===== config.mk =====
export PLATFORM = sky130hd
export DESIGN_NAME = cpu_multicycle
export DESIGN_NICKNAME = d
export VERILOG_FILES = /design/src/rtl/cpu_multicycle.sv
export SDC_FILE = /design/constraint.sdc
export NUM_CORES = 1
export LEC_CHECK = 0
export ABC_AREA = 0
export CELL_PAD_IN_SITES_DETAIL_PLACEMENT = 1
export CELL_PAD_IN_SITES_GLOBAL_PLACEMENT = 2
export CORE_MARGIN = 5
export CORE_UTILIZATION = 42
export CTS_CLUSTER_SIZE = 40
export DETAILED_ROUTE_END_ITERATION = 6
export GPL_TIMING_DRIVEN = 1
export MAX_ROUTING_LAYER = met4
export PLACE_DENSITY_LB_ADDON = 0.2
export SLEW_MARGIN = 20
export SYNTH_ARGS = -nofsm -noshare
export SYNTH_HDL_FRONTEND = slang
export SYNTH_SLANG_ARGS = --single-unit

===== constraint.sdc =====
create_clock -name clk -period 9.76 [get_ports clk]
set_input_delay 1.952 -clock clk [delete_from_list [all_inputs] [get_ports clk]]
set_output_delay 1.952 -clock clk [all_outputs]
set_load 0.05 [all_outputs]

===== src/rtl/cpu_multicycle.sv =====
// Multicycle 16-bit-ISA core with a single shared memory port.
//
// The FSM sequences BOOT -> FETCH -> DECODE -> EXEC [-> MEM] -> FETCH. One memory
// port serves both instruction fetch and ld/st. The memory can stall any access
// with i_mem_waitrequest.
//
// Ports:
//   clk                rising-edge clock
//   reset              asynchronous active-low reset
//   o_mem_addr         byte address: PC during fetch, Ry during ld/st
//   o_mem_rd/o_mem_wr  read / write request; never both set
//   o_mem_wrdata       store data (Rx operand latch)
//   i_mem_rddata       read data; consumed when a read is not stalled
//   i_mem_waitrequest  memory stall; the current request is held while set
//   o_retire           one-cycle pulse in the last cycle of each instruction
//   o_pc               current PC, for debug
module cpu_multicycle #(
  parameter int unsigned       DATA_W   = 16,
  parameter int unsigned       ADDR_W   = 16,
  parameter logic [ADDR_W-1:0] RESET_PC = '0
) (
  input  logic              clk,
  input  logic              reset,
  output logic [ADDR_W-1:0] o_mem_addr,
  output logic              o_mem_rd,
  output logic              o_mem_wr,
  output logic [DATA_W-1:0] o_mem_wrdata,
  input  logic [DATA_W-1:0] i_mem_rddata,
  input  logic              i_mem_waitrequest,
  output logic              o_retire,
  output logic [ADDR_W-1:0] o_pc
);

  localparam logic [3:0] OpMv   = 4'd0;
  localparam logic [3:0] OpAdd  = 4'd1;
  localparam logic [3:0] OpSub  = 4'd2;
  localparam logic [3:0] OpCmp  = 4'd3;
  localparam logic [3:0] OpLd   = 4'd4;
  localparam logic [3:0] OpSt   = 4'd5;
  localparam logic [3:0] OpMvhi = 4'd6;
  localparam logic [3:0] OpJ    = 4'd8;
  localparam logic [3:0] OpJz   = 4'd9;
  localparam logic [3:0] OpJn   = 4'd10;
  localparam logic [3:0] OpCall = 4'd12;

  typedef enum logic [2:0] {StBoot, StFetch, StDecode, StExec, StMem} state_e;

  state_e            state_q, state_d;
  logic [ADDR_W-1:0] pc_q, pc_d;
  logic [15:0]       ir_q, ir_d;
  logic [DATA_W-1:0] rx_val_q, rx_val_d;
  logic [DATA_W-1:0] ry_val_q, ry_val_d;
  logic              n_q, n_d, z_q, z_d;
  logic [DATA_W-1:0] regs_q [8];

  logic              rf_we;
  logic [2:0]        rf_waddr;
  logic [DATA_W-1:0] rf_wdata;

  // Instruction fields
  logic [3:0]        op;
  logic              imm_flag;
  logic [2:0]        rx_idx, ry_idx;
  logic [DATA_W-1:0] imm8_ext, opnd_b, sum, diff, ret_addr;
  logic [ADDR_W-1:0] br_off, rx_addr, ry_addr, br_tgt;

  assign op       = ir_q[3:0];
  assign imm_flag = ir_q[4];
  assign rx_idx   = ir_q[7:5];
  assign ry_idx   = ir_q[10:8];
  assign imm8_ext = DATA_W'($signed(ir_q[15:8]));
  assign opnd_b   = imm_flag ? imm8_ext : ry_val_q;
  assign sum      = rx_val_q + opnd_b;
  assign diff     = rx_val_q - opnd_b;

  // Sign-extended halfword offset; size casts cover any ADDR_W/DATA_W mix.
  assign br_off   = ADDR_W'($signed({ir_q[15:5], 1'b0}));
  assign rx_addr  = ADDR_W'(rx_val_q);
  assign ry_addr  = ADDR_W'(ry_val_q);
  assign ret_addr = DATA_W'(pc_q);
  // pc_q is already incremented when EXEC runs; rx_val_q holds the old Rx (old R7 for call R7).
  assign br_tgt   = imm_flag ? pc_q + br_off : rx_addr;

  assign o_mem_wrdata = rx_val_q;
  assign o_pc         = pc_q;

  always_comb begin
    state_d    = state_q;
    pc_d       = pc_q;
    ir_d       = ir_q;
    rx_val_d   = rx_val_q;
    ry_val_d   = ry_val_q;
    n_d        = n_q;
    z_d        = z_q;
    rf_we      = 1'b0;
    rf_waddr   = rx_idx;
    rf_wdata   = rx_val_q;
    o_mem_rd   = 1'b0;
    o_mem_wr   = 1'b0;
    o_mem_addr = pc_q;
    o_retire   = 1'b0;

    unique case (state_q)
      StBoot: state_d = StFetch;

      StFetch: begin
        o_mem_rd = 1'b1;
        if (!i_mem_waitrequest) begin
          ir_d    = i_mem_rddata[15:0];
          pc_d    = pc_q + ADDR_W'(2);
          state_d = StDecode;
        end
      end

      StDecode: begin
        rx_val_d = regs_q[rx_idx];
        ry_val_d = regs_q[ry_idx];
        state_d  = StExec;
      end

      StExec: begin
        state_d  = StFetch;
        o_retire = 1'b1;
        case (op)
          OpMv: begin
            rf_we    = 1'b1;
            rf_wdata = opnd_b;
          end
          OpAdd: begin
            rf_we    = 1'b1;
            rf_wdata = sum;
            n_d      = sum[DATA_W-1];
            z_d      = (sum == '0);
          end
          OpSub: begin
            rf_we    = 1'b1;
            rf_wdata = diff;
            n_d      = diff[DATA_W-1];
            z_d      = (diff == '0);
          end
          OpCmp: begin
            n_d = diff[DATA_W-1];
            z_d = (diff == '0);
          end
          OpLd, OpSt: begin
            state_d  = StMem;
            o_retire = 1'b0;
          end
          OpMvhi: begin
            rf_we          = 1'b1;
            rf_wdata[15:8] = ir_q[15:8];
          end
          OpJ: pc_d = br_tgt;
          OpJz: if (z_q) pc_d = br_tgt;
          OpJn: if (n_q) pc_d = br_tgt;
          OpCall: begin
            rf_we    = 1'b1;
            rf_waddr = 3'd7;
            rf_wdata = ret_addr;
            pc_d     = br_tgt;
          end
          default: ;
        endcase
      end

      StMem: begin
        o_mem_addr = ry_addr;
        if (op == OpLd) o_mem_rd = 1'b1;
        else            o_mem_wr = 1'b1;
        if (!i_mem_waitrequest) begin
          o_retire = 1'b1;
          state_d  = StFetch;
          if (op == OpLd) begin
            rf_we    = 1'b1;
            rf_wdata = i_mem_rddata;
          end
        end
      end

      default: state_d = StBoot;
    endcase
  end

  always_ff @(posedge clk or negedge reset) begin
    if (!reset) begin
      state_q  <= StBoot;
      pc_q     <= RESET_PC;
      ir_q     <= '0;
      rx_val_q <= '0;
      ry_val_q <= '0;
      n_q      <= 1'b0;
      z_q      <= 1'b0;
    end else begin
      state_q  <= state_d;
      pc_q     <= pc_d;
      ir_q     <= ir_d;
      rx_val_q <= rx_val_d;
      ry_val_q <= ry_val_d;
      n_q      <= n_d;
      z_q      <= z_d;
    end
  end

  always_ff @(posedge clk or negedge reset) begin
    if (!reset) begin
      for (int i = 0; i < 8; i++) regs_q[i] <= '0;
    end else if (rf_we) begin
      regs_q[rf_waddr] <= rf_wdata;
    end
  end

endmodule


Yosys cells after proc, flatten, opt, wreduce, memory -nomap -nowiden
Index checks and enable logic that the tools add are counted.
- input port bits: 19
- word-level logic and storage cells: 101
- RAM bits: 0
- bits in latches: 0
- ROM bits: 0
- memories kept: 0
- output and inout bits: 51
- bits in registers: 197
- reduce and logical (&&, ||, !) cells: 15
- divide/modulo/power cells: 0
- bitwise gates (word level): 4
- multiplexer cells: 40
- add/subtract/negate cells: 4
- equal/unequal tests: 19
- shifts and indexed selects: 0
- multipliers: 0
- order comparisons: 4
- operators with widths (cell ; number):
    $mux 16 ; 13
    $bwmux 128 ; 1
    $bmux 16 s3 ; 2
    $pmux 16 s2 ; 2
    $demux 16 s3 ; 1
    $pmux 16 s3 ; 1
    $pmux 8 s5 ; 1
    $add 16x16->16 ; 2
    $logic_not 16->1 ; 2
    $pmux 8 s4 ; 1
    $add 16x2->16 const B ; 1
    $eq 4x4->1 const B ; 4
    $sub 16x16->16 ; 1
    $mux 3 ; 5
    $pmux 3 s5 ; 1
    $eq 4x3->1 const B ; 3
    $ge 4x4->1 const B ; 3
    $not 3->4 ; 3
    $pmux 1 s2 ; 5
    $eq 4x2->1 const B ; 2
    $mux 1 ; 7
    $eq 3x2->1 const B ; 2
    $ne 3x3->1 const B ; 2
    $reduce_and 2->1 ; 3
    other kinds (14) ; 18

Depth between registers and ports, before layout
- depth in word-level cells: 9
- mapped depth: 15
- depth with buffers taken out: 12

Worst setup path after synthesis
No wires, ideal clock.
- path type: input -> output
- start point: input i_mem_waitrequest
- end point: output o_retire
- stages: 1
- required time: 7.808 ns
- path slack: 5.082 ns
- buffers on the path: 0
- data arrival time: 2.726 ns
- cells stage by stage: o22ai_1
- longest elaborated chain between the ends: 2
- ends and longest elaborated chain (what ; line ; RTL):
    start, declared ; 29 ; input logic i_mem_waitrequest,
    $mux 1 ; 170 ; if (!i_mem_waitrequest) begin
    $pmux 1 s2 ; 103 ; unique case (state_q)
    end, declared ; 30 ; output logic o_retire,
Every way passes these cells.

Final worst setup path
Same ends and word-level chain as after synthesis.

==> results.sh <==
export IMPL_die_area_um2=35000
export IMPL_fin_cells=1870
export IMPL_status="finished clean"
export IMPL_final_area_um2=14800
export IMPL_crit_fanout=6
export IMPL_grt_pass1_vias=11876
export IMPL_synthFlopType="dfrtp_1"
export IMPL_maxSlewHeadroom_pct=22.5
export IMPL_num_antenna_cells=0
export IMPL_drv_cap=0
export IMPL_grt_pass1_wl_mm=73.9
export IMPL_synth_top_area_share_pct=37.4
export IMPL_fin_skew_ps=13.2
export IMPL_cts_root_buf="clkbuf_16"
export IMPL_syn2layout_area_growth_pct=12.5
export IMPL_placed_cells=1836
export IMPL_ff_latch_area_um2=4930
export IMPL_fp_dieW_um=187
export IMPL_port_buffers=69
export IMPL_fillerInstances=3541
export IMPL_place_congestion=0.983
export IMPL_pre_cts_ws_ps=4260
export IMPL_setup_tns_ps=0
export IMPL_setup_violations=0
export IMPL_wl_mm=48.5
export IMPL_synth_net_count=1508
export IMPL_clk_insertion_delay_late_ps=460
export IMPL_top_layer_used="met4"
export IMPL_drtIter0Drc=1095
export IMPL_grt_start_max_net_pins=95
export IMPL_multi_input_area_um2=7670
export IMPL_cts_tree="yes"
export IMPL_fin_crit_sh_pct=56.5
export IMPL_min_period_ps=5510
export IMPL_core_area_um2=30800
export IMPL_drive_gt1_share_pct=11.4
export IMPL_wl_met1_mm=20.7
export IMPL_synthTopCellsByArea="dfrtp_1, mux4_2, a21oi_1"
export IMPL_synthesis_area_um2=13200
export IMPL_gr_total_overflow=0
export IMPL_reg2regPathDepth=12
export IMPL_end_kind="primary output"
export IMPL_hpwl_mm=34.1
export IMPL_worstSetupPathType="input port to primary output"
export IMPL_drcViolationCount=0
export IMPL_initial_core_util_pct=42.8
export IMPL_grtUsageTotal_pct=28.2
export IMPL_wl_met2_mm=23.6
export IMPL_yosysSeqAreaShare_pct=37.4
export IMPL_dpl_cell_area_um2=14200
export IMPL_critPathCapture="o_retire"
export IMPL_dr_wl_met3_mm=2.61
export IMPL_rsz0062_at_grt="false"
export IMPL_yosysTopAreaCell="dfrtp_1"
export IMPL_syn_inst=1440
export IMPL_vias_per_cell=6.28
export IMPL_fmax_ghz=0.181
export IMPL_antenna_found_initial=0
export IMPL_io_pins=70
export IMPL_post_cts_resized=0
export IMPL_syn_avg_cell_area_um2=9.16
export IMPL_ys_top_cells_by_count="dfrtp_1, nor2_1, a21oi_1, nand2_1, mux4_2"
export IMPL_antenna_left=0
export IMPL_synthArstFlopShare_pct=100
export IMPL_arrival_ps=3560
export IMPL_crit_required_ps=7810
export IMPL_cp_startpoint="i_mem_waitrequest"
export IMPL_hold_class="register to register"
export IMPL_timing_rr_end="regs_q[27]"
export IMPL_ys_ff_latch=197
export IMPL_cts_made_buffers=17
export IMPL_fin_ws_ps=4250
export IMPL_nets=1529
export IMPL_vias=11737
export IMPL_cts_clk_slew_worst_paths_ps=80
export IMPL_r2r_setup_slack_ps=4830
export IMPL_numClockSinks=197
export IMPL_ys_warn_count=0
export IMPL_hp_start="n_q"
export IMPL_first_pass_iters=5
export IMPL_avgRoutedWirePerCell_um=25.9
export IMPL_reg2reg_from="ir_q[4]"
export IMPL_slew_viol_final=0
export IMPL_hold_violations=0
export IMPL_clockBufferDepth=2
export IMPL_post_cts_buffers=0
export IMPL_num_rows=64
export IMPL_ys_types=81
export IMPL_synth_most_common_cell="dfrtp_1"
export IMPL_htreeDepth=4
export IMPL_cts_hold_buf=0
export IMPL_worst_pin_slew_ps=1150
export IMPL_startpoint_type="input port"
export IMPL_synth_edf_count=0
export IMPL_die_h_um=187
## worst min path at each step
stage           to  slack, ps  cells after the start
6_report       n_q        500                      2
5_1_grt        n_q        540                      2
4_1_cts        n_q        500                      2
3_5_place_dp   n_q        480                      2
3_3_place_gp   z_q        480                      2
2_1_floorplan  z_q        440                      2
## routing by layer
metal  GRT usage [%]  up-vias
li1                -     5287
met1            36.1     5973
met2            47.1      376
met3            3.96      101
met4            7.96        0
met5               -        -
## stage by stage
stage,util (%),hold WS (ps)
after floorplan,-,441
after global placement,46.0,479
after detailed placement,46.0,484
after CTS,48.1,502
after global routing,48.1,538
final,48.1,503
## placed cells by master, fill, tap and decap left out, drive strengths merged, types with 13 or more instances in the layout
cell / n
mux4: 64
clkbuf: 20
nand2: 156
o21ai: 110
inv: 63
nand3: 13
mux2i: 43
nor2b: 13
ha: 46
or3: 19
clkdlybuf4s50: 68
nor2: 180
nand2b: 13
buf: 25
a21oi: 173
a31oi: 21
nor3: 25
xnor2: 19
dfrtp: 197
## state kept, by name, summed over array words and instances, names as in the netlist
signal	count
regs_q	128
ir_q	16
o_mem_wrdata	16
o_pc	16
ry_addr	16
state_q	3
n_q	1
z_q	1
## worst max-delay path: stages
cell	delay, ps
clkdlybuf4s50_1	540
o22ai_1	230
clkdlybuf4s50_1	830
## logic make-up (layout without fill, tap and decap cells)
family | after synthesis | after routing | share of synthesized area [%]
compound gates | 427 | 427 | 20.0
fa+ha+maj | 49 | 49 | 4.82
mux | 115 | 115 | 14.9
xor+xnor | 31 | 31 | 2.06
flops | 197 | 197 | 37.4
simple gates | 470 | 470 | 16.2
buf+inv | 151 | 185 | 4.66
## cell type report
cell class | count | area share, %
sequential | 197 | 33.2
multi-input combinational | 1092 | 51.7
tap | 396 | 3.34
clock buffer | 17 | 2.87
inverter | 57 | 1.44
clock inverter | 15 | 1.37
timing repair buffer | 96 | 6.01
Power is left out: the tool's default activity adds up to more than one toggle a clock period on the data nets, which glitch-free logic cannot reach.
